## config.mk

```make
export PLATFORM = sky130hd
export DESIGN_NAME = operand_fetch
export DESIGN_NICKNAME = d
export VERILOG_FILES = /design/src/rtl/operand_fetch.sv
export SDC_FILE = /design/constraint.sdc
export NUM_CORES = 1
export LEC_CHECK = 0
export BUFFER_PORTS_ARGS = -buffer_cell sky130_fd_sc_hd__buf_2
export CORE_MARGIN = 10
export CORE_UTILIZATION = 53
export DETAILED_ROUTE_END_ITERATION = 10
export GPL_ROUTABILITY_DRIVEN = 0
export GPL_TIMING_DRIVEN = 0
export HOLD_SLACK_MARGIN = 0.05
export PLACE_DENSITY = 0.9
export SETUP_SLACK_MARGIN = 0.2
export SYNTH_ARGS = -nofsm -noshare
export SYNTH_HDL_FRONTEND = slang
export SYNTH_SLANG_ARGS = --single-unit
export TNS_END_PERCENT = 30
```

## constraint.sdc

```tcl
create_clock -name clk -period 3.7 [get_ports clk]
set_input_delay 0.37 -clock clk [delete_from_list [all_inputs] [get_ports clk]]
set_output_delay 0.37 -clock clk [all_outputs]
set_load 0.01 [all_outputs]
```

## src/rtl/operand_fetch.sv

```systemverilog
// operand_fetch: MSP430 addressing-mode sequencer between decode and ALU.
// Build option: OPF_MOV_NO_DST_READ_EN skips the destination read for MOV.
module operand_fetch #(
  parameter int ACK_TIMEOUT = 0
) (
  input  logic        clk,
  input  logic        arst_n,
  input  logic        instr_valid,
  input  logic [15:0] instr,
  output logic        instr_ready,
  output logic [3:0]  reg_regno,
  output logic [1:0]  reg_As,
  output logic        reg_bytemode,
  output logic        reg_post_inc,
  input  logic [15:0] reg_value,
  output logic        mem_req,
  output logic [15:0] mem_addr,
  input  logic        mem_ack,
  input  logic [15:0] mem_rdata,
  output logic        op_valid,
  input  logic        op_ready,
  output logic [15:0] op_instr,
  output logic [15:0] op_src,
  output logic [15:0] op_dst,
  output logic [15:0] op_dst_addr,
  output logic        op_dst_mem,
  output logic        op_err
);

  typedef enum logic [2:0] {
    IDLE, SRC_REG, SRC_EXT, SRC_MEM,
    DST_REG, DST_EXT, DST_MEM, OUT
  } state_t;

  state_t state_q, state_d;
  logic [15:0] ir_q, ir_d;
  logic [15:0] src_q, src_d;
  logic [15:0] dst_q, dst_d;
  logic [15:0] daddr_q, daddr_d;
  logic [15:0] addr_q, addr_d;
  logic        dmem_q, dmem_d;
  logic        err_q, err_d;
  logic        live_q;
  logic [31:0] tcnt_q, tcnt_d;

  logic [3:0]  rs, rd;
  logic [1:0]  as_f, dm;
  logic        bw, fmt2, cg_s, cg_d;
  logic        busy, tmo;
  logic [15:0] mdata, maddr;

  assign rs   = ir_q[11:8];
  assign rd   = ir_q[3:0];
  assign as_f = ir_q[5:4];
  assign bw   = ir_q[6];
  assign fmt2 = ir_q[15:12] == 4'b0001;
  assign dm   = fmt2 ? as_f : {1'b0, ir_q[7]};
  assign cg_s = (rs == 4'd3) || (rs == 4'd2 && as_f[1]);
  assign cg_d = fmt2 && ((rd == 4'd3) || (rd == 4'd2 && as_f[1]));

  assign busy = (state_q == SRC_EXT) || (state_q == SRC_MEM)
             || (state_q == DST_EXT) || (state_q == DST_MEM);
  assign tmo  = (ACK_TIMEOUT > 0) && busy && !mem_ack
             && (tcnt_q == 32'(ACK_TIMEOUT - 1));

  // Byte lanes select on the unaligned address bit
  assign mdata = bw ? {8'h00, addr_q[0] ? mem_rdata[15:8]
                                        : mem_rdata[7:0]}
                    : mem_rdata;
  assign maddr = bw ? addr_q : {addr_q[15:1], 1'b0};

  assign mem_req     = busy;
  assign op_valid    = state_q == OUT;
  assign op_instr    = ir_q;
  assign op_src      = src_q;
  assign op_dst      = dst_q;
  assign op_dst_addr = daddr_q;
  assign op_dst_mem  = dmem_q;
  assign op_err      = err_q;

  always_comb begin
    state_d      = state_q;
    ir_d         = ir_q;
    src_d        = src_q;
    dst_d        = dst_q;
    daddr_d      = daddr_q;
    addr_d       = addr_q;
    dmem_d       = dmem_q;
    err_d        = err_q;
    tcnt_d       = (busy && !mem_ack) ? tcnt_q + 32'd1 : 32'd0;
    instr_ready  = 1'b0;
    reg_regno    = 4'd0;
    reg_As       = 2'd0;
    reg_bytemode = 1'b0;
    reg_post_inc = 1'b0;
    mem_addr     = 16'h0000;
    unique case (state_q)
      IDLE: begin
        instr_ready = live_q;
        if (instr_valid && live_q) begin
          ir_d    = instr;
          src_d   = 16'h0000;
          dst_d   = 16'h0000;
          daddr_d = 16'h0000;
          dmem_d  = 1'b0;
          err_d   = 1'b0;
          unique case (1'b1)
            instr[15:14] != 2'b00:   state_d = SRC_REG;
            instr[15:12] == 4'b0001: state_d = DST_REG;
            default:                 state_d = OUT;
          endcase
        end
      end
      SRC_REG: begin
        reg_regno    = rs;
        reg_As       = as_f;
        reg_bytemode = bw;
        addr_d       = reg_value;
        if (cg_s || as_f == 2'b00) begin
          src_d   = reg_value;
          state_d = DST_REG;
        end else if (as_f == 2'b01) begin
          state_d = SRC_EXT;
        end else begin
          state_d = SRC_MEM;
        end
      end
      SRC_EXT, DST_EXT: begin
        mem_addr = reg_value;
        if (mem_ack) begin
          reg_post_inc = 1'b1;
          addr_d       = mem_rdata + addr_q;
          if (state_q == SRC_EXT) begin
            state_d = SRC_MEM;
          end else begin
            daddr_d = mem_rdata + addr_q;
            dmem_d  = 1'b1;
            state_d = DST_MEM;
`ifdef OPF_MOV_NO_DST_READ_EN
            if (ir_q[15:12] == 4'h4) begin
              dst_d   = 16'h0000;
              state_d = OUT;
            end
`endif
          end
        end else if (tmo) begin
          err_d   = 1'b1;
          state_d = OUT;
        end
      end
      SRC_MEM: begin
        reg_regno    = rs;
        reg_As       = as_f;
        reg_bytemode = bw;
        mem_addr     = maddr;
        if (mem_ack) begin
          src_d        = mdata;
          reg_post_inc = as_f == 2'b11;
          state_d      = DST_REG;
        end else if (tmo) begin
          err_d   = 1'b1;
          state_d = OUT;
        end
      end
      DST_REG: begin
        reg_regno    = rd;
        reg_As       = dm;
        reg_bytemode = bw;
        addr_d       = reg_value;
        if (cg_d || dm == 2'b00) begin
          dst_d   = reg_value;
          daddr_d = {12'h000, rd};
          dmem_d  = 1'b0;
          state_d = OUT;
        end else if (dm == 2'b01) begin
          state_d = DST_EXT;
        end else begin
          daddr_d = reg_value;
          dmem_d  = 1'b1;
          state_d = DST_MEM;
        end
      end
      DST_MEM: begin
        reg_regno    = rd;
        reg_As       = dm;
        reg_bytemode = bw;
        mem_addr     = maddr;
        if (mem_ack) begin
          dst_d        = mdata;
          reg_post_inc = dm == 2'b11;
          state_d      = OUT;
        end else if (tmo) begin
          err_d   = 1'b1;
          state_d = OUT;
        end
      end
      OUT: begin
        if (op_ready) state_d = IDLE;
      end
      default: state_d = IDLE;
    endcase
  end

  always_ff @(posedge clk or negedge arst_n) begin
    if (!arst_n) begin
      state_q <= IDLE;
      ir_q    <= 16'h0000;
      src_q   <= 16'h0000;
      dst_q   <= 16'h0000;
      daddr_q <= 16'h0000;
      addr_q  <= 16'h0000;
      dmem_q  <= 1'b0;
      err_q   <= 1'b0;
      live_q  <= 1'b0;
      tcnt_q  <= 32'd0;
    end else begin
      state_q <= state_d;
      ir_q    <= ir_d;
      src_q   <= src_d;
      dst_q   <= dst_d;
      daddr_q <= daddr_d;
      addr_q  <= addr_d;
      dmem_q  <= dmem_d;
      err_q   <= err_d;
      live_q  <= 1'b1;
      tcnt_q  <= tcnt_d;
    end
  end

endmodule
```

==> flow_metrics.env <==
export IMPL_status="completed"
export IMPL_worstPathArrival_ps=3030
export IMPL_drc=0
export IMPL_place_area_mm2=0.00625
export IMPL_overflow=0
export IMPL_seq_area_frac_synth_pct=39.8
export IMPL_wirelength_mm=18.1
export IMPL_fin_crit_sh_pct=91.8
export IMPL_n_antenna_cell=0
export IMPL_wl_met3_mm=1.93
export IMPL_seqPwrFrac_pct=26.9
export IMPL_cp_cell_sequence="buf_2 -> clkbuf_1 -> a21boi_1 -> clkbuf_1 -> a22o_1 -> buf_2"
export IMPL_path_depth=6
export IMPL_grt_first_pass_wirelength_mm=28.7
export IMPL_core_rowCount=36
export IMPL_syn_cell_area_mm2=0.00534
export IMPL_max_freq_mhz=294
export IMPL_final_layout_size_suffix_gt1_share_pct=28.2
export IMPL_routed_via_density=6.20
export IMPL_syn2layout_area_growth_pct=21.2
export IMPL_yosysUniqueCellTypes=57
export IMPL_yosys_warnings=0
export IMPL_drtAntennaViolNets=0
export IMPL_drv_cap=0
export IMPL_preCtsSetupSlack_ps=847
export IMPL_post_cts_setup_buffers=0
export IMPL_worstSetupStartpointType="flip-flop"
export IMPL_wl_met1_mm=6.72
export IMPL_crit_required_ps=3330
export IMPL_rsz0062_at_grt="false"
export IMPL_grt_max_degree=55
export IMPL_num_vias=5440
export IMPL_start_util_pct=54.6
export IMPL_internal_power_uw=3120
export IMPL_relSlewSlack_pct=29.8
export IMPL_syn_avg_cell_area_um2=9.16
export IMPL_clkPwrFrac_pct=11.9
export IMPL_power_leakage_uw=0.00323
export IMPL_io_buffers=143
export IMPL_r2r_cells=8
export IMPL_antenna_found_initial=0
export IMPL_drt_first_pass_iters=6
export IMPL_track_usage_pct=24.5
export IMPL_synthCells=583
export IMPL_die_area_mm2=0.0145
export IMPL_cellPowerDensity_mw_per_mm2=922
export IMPL_synth_fp_nets=652
export IMPL_yosysMostFrequentCell="dfrtp_1"
export IMPL_grt_pass1_vias=5554
export IMPL_finalHoldViolations=0
export IMPL_slowest_delay_ps=630
export IMPL_synth_seq_cells=85
export IMPL_fp_dieW_um=120
export IMPL_period_minus_slack_ps=3400
export IMPL_power_frac_comb_pct=61.2
export IMPL_core_area_mm2=0.00977
export IMPL_ys_flop_type="dfrtp_1"
export IMPL_clk_latency_ps=380
export IMPL_setup_viol=0
export IMPL_report_final_slew_viol_count=0
export IMPL_htreeDepth=3
export IMPL_power_uw=5970
export IMPL_whs_path_depth=3
export IMPL_met2_length_mm=8.50
export IMPL_tns_ps=0
export IMPL_crit_family="buffers and inverters"
export IMPL_cts_buffers=9
export IMPL_first_iter_violations=552
export IMPL_skew_ps=12.3
export IMPL_synth_edf_count=0
export IMPL_ys_async_sr_fraction_pct=100
export IMPL_cts_tree="done"
export IMPL_nNetsFinal=808
export IMPL_die_h_um=120
export IMPL_ys_top_cells_by_area="dfrtp_1 40%, o21ai_0 6.2%, mux2_2 5.3%"
export IMPL_crit_buf_inv=4
export IMPL_ios=146
export IMPL_switchingPower_uw=2840
export IMPL_path_class="flip-flop to output port"
export IMPL_synthTopCellsByCount="85 x dfrtp_1, 66 x o21ai_0, 54 x nand2_1"
export IMPL_synth_top_cell_area_share_pct=39.8
export IMPL_stdcell_area_mm2=0.00647
export IMPL_cp_slowest_cell="a21boi_1"
export IMPL_cp_max_fo=10
export IMPL_crit_path_end_kind="output port"
export IMPL_final_setup_worst_slack_ps=302
export IMPL_cts_clk_slew_worst_paths_ps=80
export IMPL_tightest_slew_ps=1040
export IMPL_hpwl_mm=13.9
export IMPL_holdCritPathClass="input port to flip-flop"
export IMPL_cts_sinks=85
export IMPL_wl_per_cell_um=20.7
export IMPL_ir_worst_vdd_mv=0.469
export IMPL_netSwitchingFraction_pct=47.6
export IMPL_dr_max_layer_used="met4"
export IMPL_cts_path_max_buffers=2
export IMPL_cts_root_buffer="clkbuf_8"
export IMPL_yosysTopAreaCell="dfrtp_1"
==> worst min-delay path: stages <==
cell     delay (ps)
buf_2            70
nand2_1          40
o21ai_0          60
==> cells by family (layout without fill, tap and decap cells) <==
logic type               Yosys count  count (layout)  synth area share, %
buffers and inverters             74             235                 5.79
AND/OR/NAND/NOR                  159             159                 15.0
XOR/XNOR                          12              12                 1.97
AO/OA/AOI/OAI                    190             190                 23.5
adder cells (fa/ha/maj)           16              16                 3.89
other                              2               2                0.141
flip-flops                        85              85                 39.8
multiplexers                      45              45                 9.96
==> flip-flops by register name (all words and copies together) (netlist names) <==
signal and cells:
op_dst_addr 16, op_dst 16, addr_q 16, op_src 16
op_instr 16, op_dst_mem 1, state_q 3, live_q 1
==> cells in the final DEF, fill, tap and decap left out, types with 25 or more instances in the layout <==
| master | n |
|---|---|
| buf_2 | 145 |
| dfrtp_1 | 85 |
| mux2_2 | 25 |
| nand2_1 | 54 |
| a21oi_1 | 32 |
| clkbuf_1 | 33 |
| inv_1 | 35 |
| nand3_1 | 27 |
| o21ai_0 | 66 |
==> through the flow <==
stage                     hold slack (ps)  util (%)  instances
after global routing                  221      66.2        877
final                                 205      66.2        877
after CTS                             208      66.2        877
after global placement                464      63.7        859
after detailed placement              346      64.0        860
after floorplan                      74.4         -        583
==> final timing paths <==
check / start / endpoint / slack, ps
hold reg to reg: op_dst_addr[2] / op_dst_addr[2] / 500
hold / removal: instr[4] / op_instr[4] / 210
setup / recovery: state_q[1] / mem_addr[6] / 300
min in group asynchronous: arst_n / op_instr[1] / 470
max in group asynchronous: arst_n / op_dst[3] / 2600
setup reg to reg: op_instr[13] / op_dst[6] / 800
==> metal layers <==
layer	global-route usage (%)	vias up
li1	-	2412
met3	5.77	92
met2	39.6	399
met5	0	-
met1	29.0	2537
met4	14.9	0
==> area by class of cell <==
type	count	area (um^2)
Clock buffer	12	155
Clock inverter	4	55.1
Buffer	39	178
Timing Repair Buffer	145	756
Fill cell	778	3300
Tap cell	133	166
Inverter	35	131
Sequential cell	85	2130
Multi-Input combinational cell	424	2900
==> power groups by stage <==
stage | sequential [uW] | combinational, uW | clock [uW]
floorplan | 1670 | 2290 | 0
global placement | 1580 | 3430 | 0
detailed placement | 1610 | 3560 | 0
CTS | 1600 | 3590 | 710
global route | 1650 | 3960 | 754
finish | 1600 | 3650 | 711
==> timing repair <==
item / in CTS / in global routing
gates resized for setup: 0 / 0
hold buffers: 1 / 0
hold endpoints to repair: 31 / 0
(Power assumes the default switching activity.)
